$ cat config.mk
export PLATFORM = sky130hd
export DESIGN_NAME = int_sequencer
export DESIGN_NICKNAME = d
export VERILOG_FILES = /design/src/rtl/int_sequencer.sv
export SDC_FILE = /design/constraint.sdc
export NUM_CORES = 1
export LEC_CHECK = 0
export ABC_AREA = 1
export ABC_CLOCK_PERIOD_IN_PS = 7160
export BUFFER_PORTS_ARGS = -buffer_cell sky130_fd_sc_hd__buf_2
export CELL_PAD_IN_SITES_DETAIL_PLACEMENT = 1
export CELL_PAD_IN_SITES_GLOBAL_PLACEMENT = 1
export CORE_MARGIN = 2
export CORE_UTILIZATION = 38
export CTS_CLUSTER_SIZE = 28
export DETAILED_ROUTE_END_ITERATION = 8
export GPL_ROUTABILITY_DRIVEN = 0
export GPL_TIMING_DRIVEN = 0
export HOLD_SLACK_MARGIN = 0.1
export PLACE_DENSITY_LB_ADDON = 0.12
export SYNTH_ARGS = -nofsm -noshare
export SYNTH_HDL_FRONTEND = slang
export SYNTH_SLANG_ARGS = --single-unit
$ cat constraint.sdc
create_clock -name clk -period 7.16 [get_ports clk]
set_clock_uncertainty 0.15 [all_clocks]
set_input_delay 0.358 -clock clk [delete_from_list [all_inputs] [get_ports clk]]
set_output_delay 0.358 -clock clk [all_outputs]
set_load 0.01 [all_outputs]
$ cat src/rtl/int_sequencer.sv
// Interrupt entry/return sequencer: arbitrates trap, sc, rfi and external requests,
// flushes and drains the pipeline, saves SRR0/SRR1 and redirects fetch to the vector.
module int_sequencer #(
    parameter int          PC_WIDTH  = 32,
    parameter int          MSR_WIDTH = 32,
    parameter int          EE_BIT    = 16,
    parameter logic [15:0] IVPR_BASE = 16'h0000,
    parameter logic [3:0]  IVOR_EXT  = 4'd4,
    parameter logic [3:0]  IVOR_TRAP = 4'd6,
    parameter logic [3:0]  IVOR_SC   = 4'd8
) (
    input  logic                 clk,
    input  logic                 rst,
    input  logic                 trap_req,
    input  logic                 sc_req,
    input  logic                 hw_int,
    input  logic                 rfi_req,
    input  logic [PC_WIDTH-1:0]  exc_pc,
    input  logic [PC_WIDTH-1:0]  resume_pc,
    input  logic [MSR_WIDTH-1:0] msr_in,
    input  logic                 drain_done,
    output logic                 flush,
    output logic                 stall,
    output logic                 msr_we,
    output logic [MSR_WIDTH-1:0] msr_wdata,
    output logic                 redirect_valid,
    output logic [PC_WIDTH-1:0]  redirect_pc,
    output logic [PC_WIDTH-1:0]  srr0,
    output logic [MSR_WIDTH-1:0] srr1,
    output logic                 int_ack,
    output logic [3:0]           cause
);

    // MSR bits use big-endian numbering, so EE sits at MSR_WIDTH-1-EE_BIT in vector terms.
    localparam int EE_POS = MSR_WIDTH - 1 - EE_BIT;
    localparam logic [MSR_WIDTH-1:0] EE_MASK = {{(MSR_WIDTH-1){1'b0}}, 1'b1} << EE_POS;

    typedef enum logic [2:0] {
        IDLE,
        FLUSH,
        DRAIN,
        SAVE,
        VECTOR,
        RFI
    } state_t;

    state_t                 state_q;
    logic                   ext_pend_q;
    logic                   ext_pend_d;
    logic [PC_WIDTH-1:0]    save_pc_q;
    logic [3:0]             cause_q;
    logic [PC_WIDTH-1:0]    srr0_q;
    logic [MSR_WIDTH-1:0]   srr1_q;
    logic [MSR_WIDTH-1:0]   msr_wdata_q;
    logic [PC_WIDTH-1:0]    redirect_pc_q;
    logic                   flush_q;
    logic                   stall_q;
    logic                   msr_we_q;
    logic                   redirect_valid_q;
    logic                   int_ack_q;
    logic [PC_WIDTH-1:0]    vector_pc;

    assign vector_pc = PC_WIDTH'({IVPR_BASE, 8'h00, cause_q, 4'h0});

    // The clear from taking the external interrupt beats a re-arm in the same cycle.
    always_comb begin
        ext_pend_d = ext_pend_q;
        if (state_q == SAVE && cause_q == IVOR_EXT) begin
            ext_pend_d = 1'b0;
        end else if (hw_int && msr_in[EE_POS]) begin
            ext_pend_d = 1'b1;
        end
    end

    always_ff @(posedge clk or posedge rst) begin
        if (rst) begin
            state_q          <= IDLE;
            ext_pend_q       <= 1'b0;
            save_pc_q        <= '0;
            cause_q          <= '0;
            srr0_q           <= '0;
            srr1_q           <= '0;
            msr_wdata_q      <= '0;
            redirect_pc_q    <= '0;
            flush_q          <= 1'b0;
            stall_q          <= 1'b0;
            msr_we_q         <= 1'b0;
            redirect_valid_q <= 1'b0;
            int_ack_q        <= 1'b0;
        end else begin
            ext_pend_q       <= ext_pend_d;
            flush_q          <= 1'b0;
            msr_we_q         <= 1'b0;
            redirect_valid_q <= 1'b0;
            int_ack_q        <= 1'b0;
            case (state_q)
                IDLE: begin
                    if (trap_req) begin
                        cause_q   <= IVOR_TRAP;
                        save_pc_q <= exc_pc;
                        state_q   <= FLUSH;
                        flush_q   <= 1'b1;
                        stall_q   <= 1'b1;
                    end else if (sc_req) begin
                        cause_q   <= IVOR_SC;
                        save_pc_q <= exc_pc + PC_WIDTH'(4);
                        state_q   <= FLUSH;
                        flush_q   <= 1'b1;
                        stall_q   <= 1'b1;
                    end else if (rfi_req) begin
                        // rfi is the oldest instruction, so no drain is needed.
                        state_q          <= RFI;
                        flush_q          <= 1'b1;
                        stall_q          <= 1'b1;
                        msr_we_q         <= 1'b1;
                        msr_wdata_q      <= srr1_q;
                        redirect_valid_q <= 1'b1;
                        redirect_pc_q    <= srr0_q;
                    end else if (ext_pend_q) begin
                        cause_q   <= IVOR_EXT;
                        save_pc_q <= resume_pc;
                        state_q   <= FLUSH;
                        flush_q   <= 1'b1;
                        stall_q   <= 1'b1;
                    end
                end
                FLUSH: begin
                    state_q <= DRAIN;
                end
                DRAIN: begin
                    if (drain_done) begin
                        state_q     <= SAVE;
                        int_ack_q   <= 1'b1;
                        msr_we_q    <= 1'b1;
                        msr_wdata_q <= msr_in & ~EE_MASK;
                    end
                end
                SAVE: begin
                    srr0_q           <= save_pc_q;
                    srr1_q           <= msr_in;
                    state_q          <= VECTOR;
                    redirect_valid_q <= 1'b1;
                    redirect_pc_q    <= vector_pc;
                end
                VECTOR: begin
                    state_q <= IDLE;
                    stall_q <= 1'b0;
                end
                RFI: begin
                    state_q <= IDLE;
                    stall_q <= 1'b0;
                end
                default: begin
                    state_q <= IDLE;
                    stall_q <= 1'b0;
                end
            endcase
        end
    end

    assign flush          = flush_q;
    assign stall          = stall_q;
    assign msr_we         = msr_we_q;
    assign msr_wdata      = msr_wdata_q;
    assign redirect_valid = redirect_valid_q;
    assign redirect_pc    = redirect_pc_q;
    assign srr0           = srr0_q;
    assign srr1           = srr1_q;
    assign int_ack        = int_ack_q;
    assign cause          = cause_q;

endmodule

After elaboration in Yosys (flattened, before gate mapping):

Cells that the tools add are included.

* memories: 0
* bits in latches: 0
* register bits after elaboration: 173
* output and inout bits: 137
* bits in writable memories: 0
* bits in read-only memories: 0
* logic and storage cells: 80

* eq/ne operators: 10
* magnitude comparators: 0
* reductions and logical operators: 13
* bitwise operators: 1
* mux-type cells: 42
* shift operators: 0
* divide/modulo/power cells: 0
* $add $sub $neg: 1
* multiply operators: 0

Operators by type and width (count)
* 2-to-1 mux 32 bit: 11
* case mux 32 bit (2 select lines): 2
* adder 32 x 3 -> 32 bit (second input constant): 1
* 2-to-1 mux 1 bit: 16
* 2-to-1 mux 4 bit: 4
* 2-to-1 mux 3 bit: 5
* case mux 3 bit (4 select lines): 1
* != test 2 bit (second input constant): 4
* equality test 3 x 2 -> 1 bit (second input constant): 2
* case mux 1 bit (2 select lines): 3
* nonzero test 2 bit: 3
* != test 5 bit (second input constant): 1
* AND reduction 5 bit: 1
* equality test 4 x 3 -> 1 bit (second input constant): 1
* AND reduction 2 bit: 2
* AND reduction 4 bit: 1
* equality test 3 x 1 -> 1 bit (second input constant): 1
* zero test 3 bit: 1
* != test 3 bit (second input constant): 1
* AND reduction 3 bit: 1
* nonzero test 3 bit: 1
* OR reduction 3 bit: 1
* logical AND 1 bit: 2
* inverter 1 bit: 1

Logic depth before layout (Yosys ltp):

Gate-level depths: netlist of run 1.

* word-level depth: 5
* gate-level depth with buffers: 9

Least setup slack after synthesis of run 1:

OpenSTA, ideal clock, no wires.

* path type: reg-to-reg
* from: register state_q[0]
* to: register redirect_pc_q[5] (netlist: redirect_pc[5])
* required time: 6.872 ns
* buffers on the path: 1
* cell stages (with the launch flop): 10
* path slack: 5.599 ns
* data arrival time: 1.273 ns
* cells stage by stage: dfrtp_1 -> inv_2 -> nand2_1 -> nor2_1 -> nand3_2 -> nand2_2 -> inv_2 -> buf_2 -> nand2_1 -> o221ai_1

* cells in the longest elaborated chain, start to end: 3
* elaborated cells between the ends (all ways): 8
* those cells by class: eq/ne: 4; mux: 1; reduce/logical: 3

Ends and longest elaborated chain
* start: declaration: RTL line 47 `state_t state_q;`
* start signal: assignment: RTL line 77 `state_q <= IDLE;`
* start signal: assignment: RTL line 101 `state_q <= FLUSH;`
* start signal: assignment: RTL line 107 `state_q <= FLUSH;`
* equality test 3 x 2 -> 1 bit / zero test 3 bit (equally long branches): RTL line 96 `case (state_q)`
* nonzero test 2 bit (no source line) / != test 2 bit (equally long branches)
* AND reduction 4 bit (no source line)
* end signal: assignment: RTL line 118 `redirect_pc_q <= srr0_q;`
* end signal: assignment: RTL line 143 `redirect_pc_q <= vector_pc;`
* end: declaration: RTL line 55 `logic [PC_WIDTH-1:0] redirect_pc_q;`

Several ways; a longest one is shown, not always the timed one.
A chain may end at the register's enable or synchronous reset.

Worst setup path after layout of run 1:

* from: register state_q[0]
* to: register save_pc_q[0]

* cells in the longest elaborated chain, start to end: 2

Ends and longest elaborated chain
* zero test 3 bit: RTL line 96
* AND reduction 3 bit (no source line)
* end signal: assignment: RTL line 100 `save_pc_q <= exc_pc;`
* end signal: assignment: RTL line 106 `save_pc_q <= exc_pc + PC_WIDTH'(4);`
* end signal: assignment: RTL line 121 `save_pc_q <= resume_pc;`
* end: declaration: RTL line 50 `logic [PC_WIDTH-1:0] save_pc_q;`

Every way passes these cells.

==> flow_metrics.env, run 1 <==
export IMPL_end_kind="register"
export IMPL_grt_pass1_vias=8001
export IMPL_insertion_delay_ns=0.43
export IMPL_syn_area_per_cell_um2=8.55
export IMPL_irDropWorstVdd_mv=0.152
export IMPL_ant_nets=0
export IMPL_hold_violations=0
export IMPL_p_leak_nw=5.22
export IMPL_final_area_um2=10600
export IMPL_syn_num_nets=1042
export IMPL_setup_slack_ns=4.79
export IMPL_synth_simple_area_share_pct=24.4
export IMPL_drt_wl_total_um=27000
export IMPL_syn2layout_area_growth_pct=32.5
export IMPL_final_max_slew_violation_count=0
export IMPL_track_usage_pct=24.6
export IMPL_syn_inst=938
export IMPL_path_buf_inv=4
export IMPL_drc_errors=0
export IMPL_cp_required_ns=7.38
export IMPL_wl_per_cell_um=17.7
export IMPL_crit_family="buffers and inverters"
export IMPL_setup_violations=0
export IMPL_fp_row_count=53
export IMPL_viasPerCell=5.01
export IMPL_ctsResizeCount=0
export IMPL_drt_pass1_iterations=4
export IMPL_fmax_mhz=422
export IMPL_dieWidth_um=149
export IMPL_hold_path_depth=3
export IMPL_htree_levels=4
export IMPL_period_minus_slack_ns=2.37
export IMPL_drive_gt1_share_pct=26.0
export IMPL_cts_sinks=172
export IMPL_crit_chain="inv_2, nand2_1, nor2_1, nand2_1, inv_2, buf_2, nor2_1, a31oi_1, dlygate4sd3_1"
export IMPL_die_h_um=149
export IMPL_tns_ns=0
export IMPL_muxShareOfSynthArea_pct=4.49
export IMPL_dpl_hpwl_um=20800
export IMPL_synth_adder_area_share_pct=0.156
export IMPL_crit_type="reg2reg"
export IMPL_synthFlopType="dfrtp_1"
export IMPL_r2r_cells=9
export IMPL_start_util_pct=38.4
export IMPL_final_nets=1340
export IMPL_synth_top_family_by_area="simple AND/OR/NAND/NOR gates"
export IMPL_yosysSeqAreaShare_pct=53.6
export IMPL_synthXorXnorAreaFrac_pct=1.53
export IMPL_ys_seq_elements=172
export IMPL_cap_violations=0
export IMPL_grt_max_degree=97
export IMPL_path_clk_slew_ns=0.07
export IMPL_synth_edf_count=0
export IMPL_critPathSlowestCell="dlygate4sd3_1"
export IMPL_cts_tree="done"
export IMPL_period_share_pct=33.1
export IMPL_hold_path_class="in2reg"
export IMPL_cts_root_buf="clkbuf_16"
export IMPL_grt_remaining_overflow=0
export IMPL_worst_path_stages=9
export IMPL_outcome="complete, no violations"
export IMPL_antenna_found_initial=2
export IMPL_synth_distinct_cells=36
export IMPL_netlist_area_um2=8020
export IMPL_grt_pass1_wl_um=42200
export IMPL_cp_start_kind="register"
export IMPL_numCtsBuffers=17
export IMPL_synthArstFlopShare_pct=100
export IMPL_place_ws_ns=5.04
export IMPL_arrival_ns=2.58
export IMPL_die_area_um2=22300
export IMPL_p_per_area_nw_per_um2=444
export IMPL_worstMarginPinSlew_ns=0.614
export IMPL_routed_via_count=7637
export IMPL_cts_max_path_buffers=2
export IMPL_ys_warnings_count=0
export IMPL_dpl_cell_area_um2=9590
export IMPL_io_buffers=238
export IMPL_drtIter0Drc=246
export IMPL_max_stage_delay_ns=0.57
export IMPL_coreArea_um2=20900
export IMPL_pin_count=240
export IMPL_rsz0062_at_grt="false"
export IMPL_slew_headroom_pct=59.1
export IMPL_synth_compound_area_share_pct=10.4
export IMPL_crit_fanout=10
[tightest hold or removal path, delay by kind of cell]
| family | cells | cell delay (ns) |
|---|---|---|
| AO/OA/AOI/OAI | 1 | 0.12 |
| buffers and inverters | 1 | 0.10 |
| AND/OR/NAND/NOR | 1 | 0.06 |
[through the flow]
step | total power, mW | util [%] | hold WS [ns] | instances
2_1_floorplan | 2.87 | - | 0.304 | 938
3_3_place_gp | 3.64 | 45.8 | 0.313 | 1451
3_5_place_dp | 3.72 | 45.9 | 0.320 | 1452
4_1_cts | 4.76 | 50.8 | 0.103 | 1523
5_1_grt | 5.06 | 50.9 | 0.123 | 1525
6_report | 4.72 | 50.9 | 0.106 | 1525
[area by class of cell]
class                      count  area [um^2]
antenna                        2         5.00
buffer                        51          260
clock buffer                  19          443
clock inverter                12          185
fill                        2580        10300
inverter                      44          173
multi-input combinational    671         3290
sequential                   172         4300
tap                          275          344
timing repair buffer         279         1620
[kinds of logic after synthesis]
logic type | after synthesis
and+or+nand+nor | 482
DFF | 172
AOI/OAI and AO/OA | 141
buffers and inverters | 95
muxes | 32
xor gates and xnor gates | 14
adders and majority gates | 1
other | 1
[what timing repair did]
action	4_1_cts	5_1_grt
endpoints found under the setup margin	0	0
hold endpoints to repair	144	0
buffers inserted	0	0
hold buffers	40	0
[routing by layer]
| metal | wire length, um | part of all wire, % | track usage, % |
|---|---|---|---|
| met1 | 11600 | 43 | 30.8 |
| met2 | 13600 | 50 | 43.4 |
| met3 | 1160 | 4.3 | 3.46 |
| met4 | 663 | 2.5 | 8.71 |
| met5 | 0 | 0 | 0 |
[cells in the mapped netlist, types with 2 or more instances]
master      n  share of area [%]
nor3_1      2               0.12
dfrtp_1   172                 54
nor2_1    129                6.0
a22oi_1     4               0.37
o21ai_0    42                2.6
xor2_1      5               0.55
buf_4       2               0.19
clkbuf_1   21               0.98
a31oi_1    39                3.0
buf_6       5               0.70
buf_2      19                1.2
nand2_2     2               0.16
a21oi_1    25                1.6
nor2_4      2               0.28
o21ai_1    11               0.69
nand3_1    81                5.1
a221oi_1    3               0.33
mux2_2     14                2.0
buf_1       4               0.19
nand2_1   258                 12
mux2_1     18                2.5
nand3b_1    2               0.19
nor2_2      4               0.31
inv_1      39                1.8
o21bai_1    2               0.19
inv_2       5               0.23
xnor2_1     9               0.98
o221ai_1    3               0.33
a22o_1      9               0.98
[cells in the final DEF (no fill, tap or decap), types with 3 or more instances in the layout]
cell type,n
clkbuf_16,17
dfrtp_1,172
inv_2,5
mux2_2,14
bufinv_16,4
buf_1,4
nand3_1,81
clkbuf_1,22
a221oi_1,3
o21ai_1,11
inv_1,38
a22oi_1,4
dlygate4sd3_1,40
o221ai_1,3
nor2_1,129
nand2_1,258
xnor2_1,9
buf_6,5
inv_6,4
a31oi_1,39
xor2_1,5
clkinvlp_4,4
buf_2,257
o21ai_0,42
a22o_1,9
mux2_1,18
nor2_2,4
a21oi_1,25
[flip-flops by register name, indices dropped and copies added (netlist names)]
signal and cells:
msr_wdata 32, redirect_pc 32, save_pc_q 32, srr0 32
srr1 32, cause 3, state_q 3, ext_pend_q 1
flush 1, int_ack 1, msr_we 1, redirect_valid 1
stall 1
[power breakdown]
part | switching [mW] | internal [mW] | total [mW]
Combinational | 1.24 | 0.757 | 1.99
Sequential | 0.278 | 1.45 | 1.73
Clock | 0.403 | 0.596 | 0.999
Total | 1.92 | 2.80 | 4.72
[path summary, 6_finish.rpt]
kind	from	end	slack [ns]
setup reg to reg	state_q[0]	save_pc_q[0]	4.79
min in group asynchronous	rst	srr1[27]	0.38
hold / removal	resume_pc[3]	save_pc_q[3]	0.11
hold reg to reg	redirect_pc[30]	redirect_pc[30]	0.33
setup / recovery	state_q[0]	save_pc_q[0]	4.79
max in group asynchronous	rst	srr0[29]	5.62
Power figures use the tool's default switching activity.
==> run 2: changes to the inputs <==
ABC_CLOCK_PERIOD_IN_PS = 2000   (was 7160)
CORE_UTILIZATION = 34   (was 38)
clock period = 2 ns   (was 7.16 ns; I/O delays follow)
==> run 2 against run 1 <==
  * Clock power grew to 3.4 times the previous value
  * Fmax grew 24%
  * Via count increased by 3.5%
  * Largest power group unchanged
  * Highest routed layer unchanged
==> flow_metrics.env, run 2 (synthesis results as in run 1) <==
export IMPL_dp_cells=1499
export IMPL_final_nets=1409
export IMPL_arrival_ns=2.06
export IMPL_fillers=2847
export IMPL_grt_max_degree=41
export IMPL_fp_row_count=56
export IMPL_setup_violations=0
export IMPL_htree_levels=4
export IMPL_crit_fanout=10
export IMPL_io_buffers=238
export IMPL_crit_family="buffers and inverters"
export IMPL_ant_nets=0
export IMPL_cts_sinks=172
export IMPL_start_util_pct=34.4
export IMPL_final_cells=1637
export IMPL_die_area_um2=24800
export IMPL_drt_pass1_iterations=4
export IMPL_rsz0062_at_grt="true"
export IMPL_viasPerCell=4.83
export IMPL_numCtsBuffers=17
export IMPL_cts_max_path_buffers=2
export IMPL_max_stage_delay_ns=0.42
export IMPL_insertion_delay_ns=0.43
export IMPL_grt_remaining_overflow=0
export IMPL_antenna_cells=0
export IMPL_cp_start_kind="register"
export IMPL_cap_violations=0
export IMPL_wl_per_cell_um=17.6
export IMPL_dpl_hpwl_um=21400
export IMPL_most_common_layout_cells="nand2_1, buf_2, dfrtp_1"
export IMPL_critPathLaunch="state_q[1]"
export IMPL_path_clk_slew_ns=0.07
export IMPL_hold_path_class="in2async"
export IMPL_critPathSlowestCell="dfrtp_2"
export IMPL_cp_required_ns=2.15
export IMPL_end_kind="register"
export IMPL_pin_count=240
export IMPL_crit_end="srr1[5]"
export IMPL_dieWidth_um=158
export IMPL_cts_tree="done"
export IMPL_syn2layout_area_growth_pct=42.3
export IMPL_r2r_cells=6
export IMPL_period_share_pct=95.4
export IMPL_track_usage_pct=23.9
export IMPL_drc_errors=0
export IMPL_slew_headroom_pct=59.0
export IMPL_outcome="complete, no violations"
export IMPL_fmax_mhz=524
export IMPL_layout_area_seq_um2=4310
export IMPL_path_buf_inv=3
export IMPL_layout_commonest_cell="nand2_1"
export IMPL_cts_root_buf="clkbuf_16"
export IMPL_die_h_um=158
export IMPL_crit_chain="inv_2, nor2_4, nand2_1, buf_6, buf_4, mux2_1"
export IMPL_drt_wl_total_um=28700
export IMPL_routed_via_count=7902
export IMPL_drtIter0Drc=380
export IMPL_tns_ns=0
export IMPL_worstMarginPinSlew_ns=0.614
export IMPL_drive_gt1_share_pct=26.1
export IMPL_grt_pass1_wl_um=45600
export IMPL_antenna_found_initial=0
export IMPL_reg2reg_to="srr1[5]"
export IMPL_multi_input_area_um2=3340
export IMPL_crit_type="reg2reg"
export IMPL_coreArea_um2=23300
export IMPL_p_leak_nw=5.52
export IMPL_period_minus_slack_ns=1.91
export IMPL_worst_path_stages=6
export IMPL_p_per_area_nw_per_um2=1470
export IMPL_irDropWorstVdd_mv=0.609
export IMPL_r2r_start="state_q[1]"
export IMPL_worst_r2r_setup_slack_ns=0.09
export IMPL_hold_violations=0
export IMPL_grt_pass1_vias=8318
export IMPL_final_max_slew_violation_count=0
[run 2: changes by cell type in the layout (fill, tap and decap cells not counted), sizes merged]
cell	change
dlygate4sd3	+64
clkinv	+2
diode	-2
inv	-3
bufinv	-2
buf	+3
clkbuf	+4
clkinvlp	+2
[run 2: layer usage]
| metal | share of wire, % | track usage (%) | routed length, um |
|---|---|---|---|
| met1 | 43 | 30.2 | 12300 |
| met2 | 50 | 41.6 | 14300 |
| met3 | 4.1 | 3.09 | 1190 |
| met4 | 3.0 | 9.61 | 859 |
| met5 | 0 | 0 | 0 |
[run 2: worst min-delay path: cells and delay by family]
family	cells	cell delay, ns
buffers and inverters	3	1.02
[run 2: per-stage QoR]
stage,worst slack (ns),power (mW),instance area (um^2),util [%],hold WS (ns)
5_1_grt,-0.00122,18.2,11400,48.9,0.144
6_report,0.0923,16.8,11400,48.9,0.119
3_3_place_gp,-1.69,13.1,9620,41.2,0.186
3_5_place_dp,-0.0398,13.4,9700,41.6,0.0234
2_1_floorplan,-0.447,10.3,8030,-,0.0817
4_1_cts,0.0255,17.0,11400,48.7,0.123
[run 2: final cells by class]
cell class,count,area share (%)
Timing Repair Buffer,348,20.4
Tap cell,319,3.50
Inverter,44,1.50
Multi-Input combinational cell,671,29.2
Buffer,51,2.41
Clock inverter,11,1.16
Clock buffer,21,4.12
Sequential cell,172,37.7
[run 2: worst min-delay path by stage]
| stage | startpoint | end | slack, ns | cells past startpoint |
|---|---|---|---|---|
| global placement | msr_in[0] | srr1[0] | 0.19 | 2 |
| floorplan | msr_in[10] | srr1[10] | 0.08 | 1 |
| finish | rst | redirect_pc[8] | 0.12 | 3 |
| CTS | rst | redirect_pc[9] | 0.12 | 3 |
| global route | rst | srr0[14] | 0.14 | 3 |
| detailed placement | rst | srr0[11] | 0.02 | 2 |
[run 2: what timing repair did]
| item | CTS | global route |
|---|---|---|
| endpoints found under the setup margin | 32 | 99 |
| hold buffers | 104 | 0 |
| setup buffers | 0 | 2 |
| gates resized for setup | 6 | 20 |
| endpoints found under the hold margin | 237 | 0 |
| gates cloned | 0 | 0 |
| pin swaps | 0 | 3 |
[run 2: where the power goes]
group          switching [mW]  total, mW  internal, mW
Clock                    1.41       3.36          1.95
Combinational            4.45       7.27          2.82
Sequential              0.982       6.18          5.20
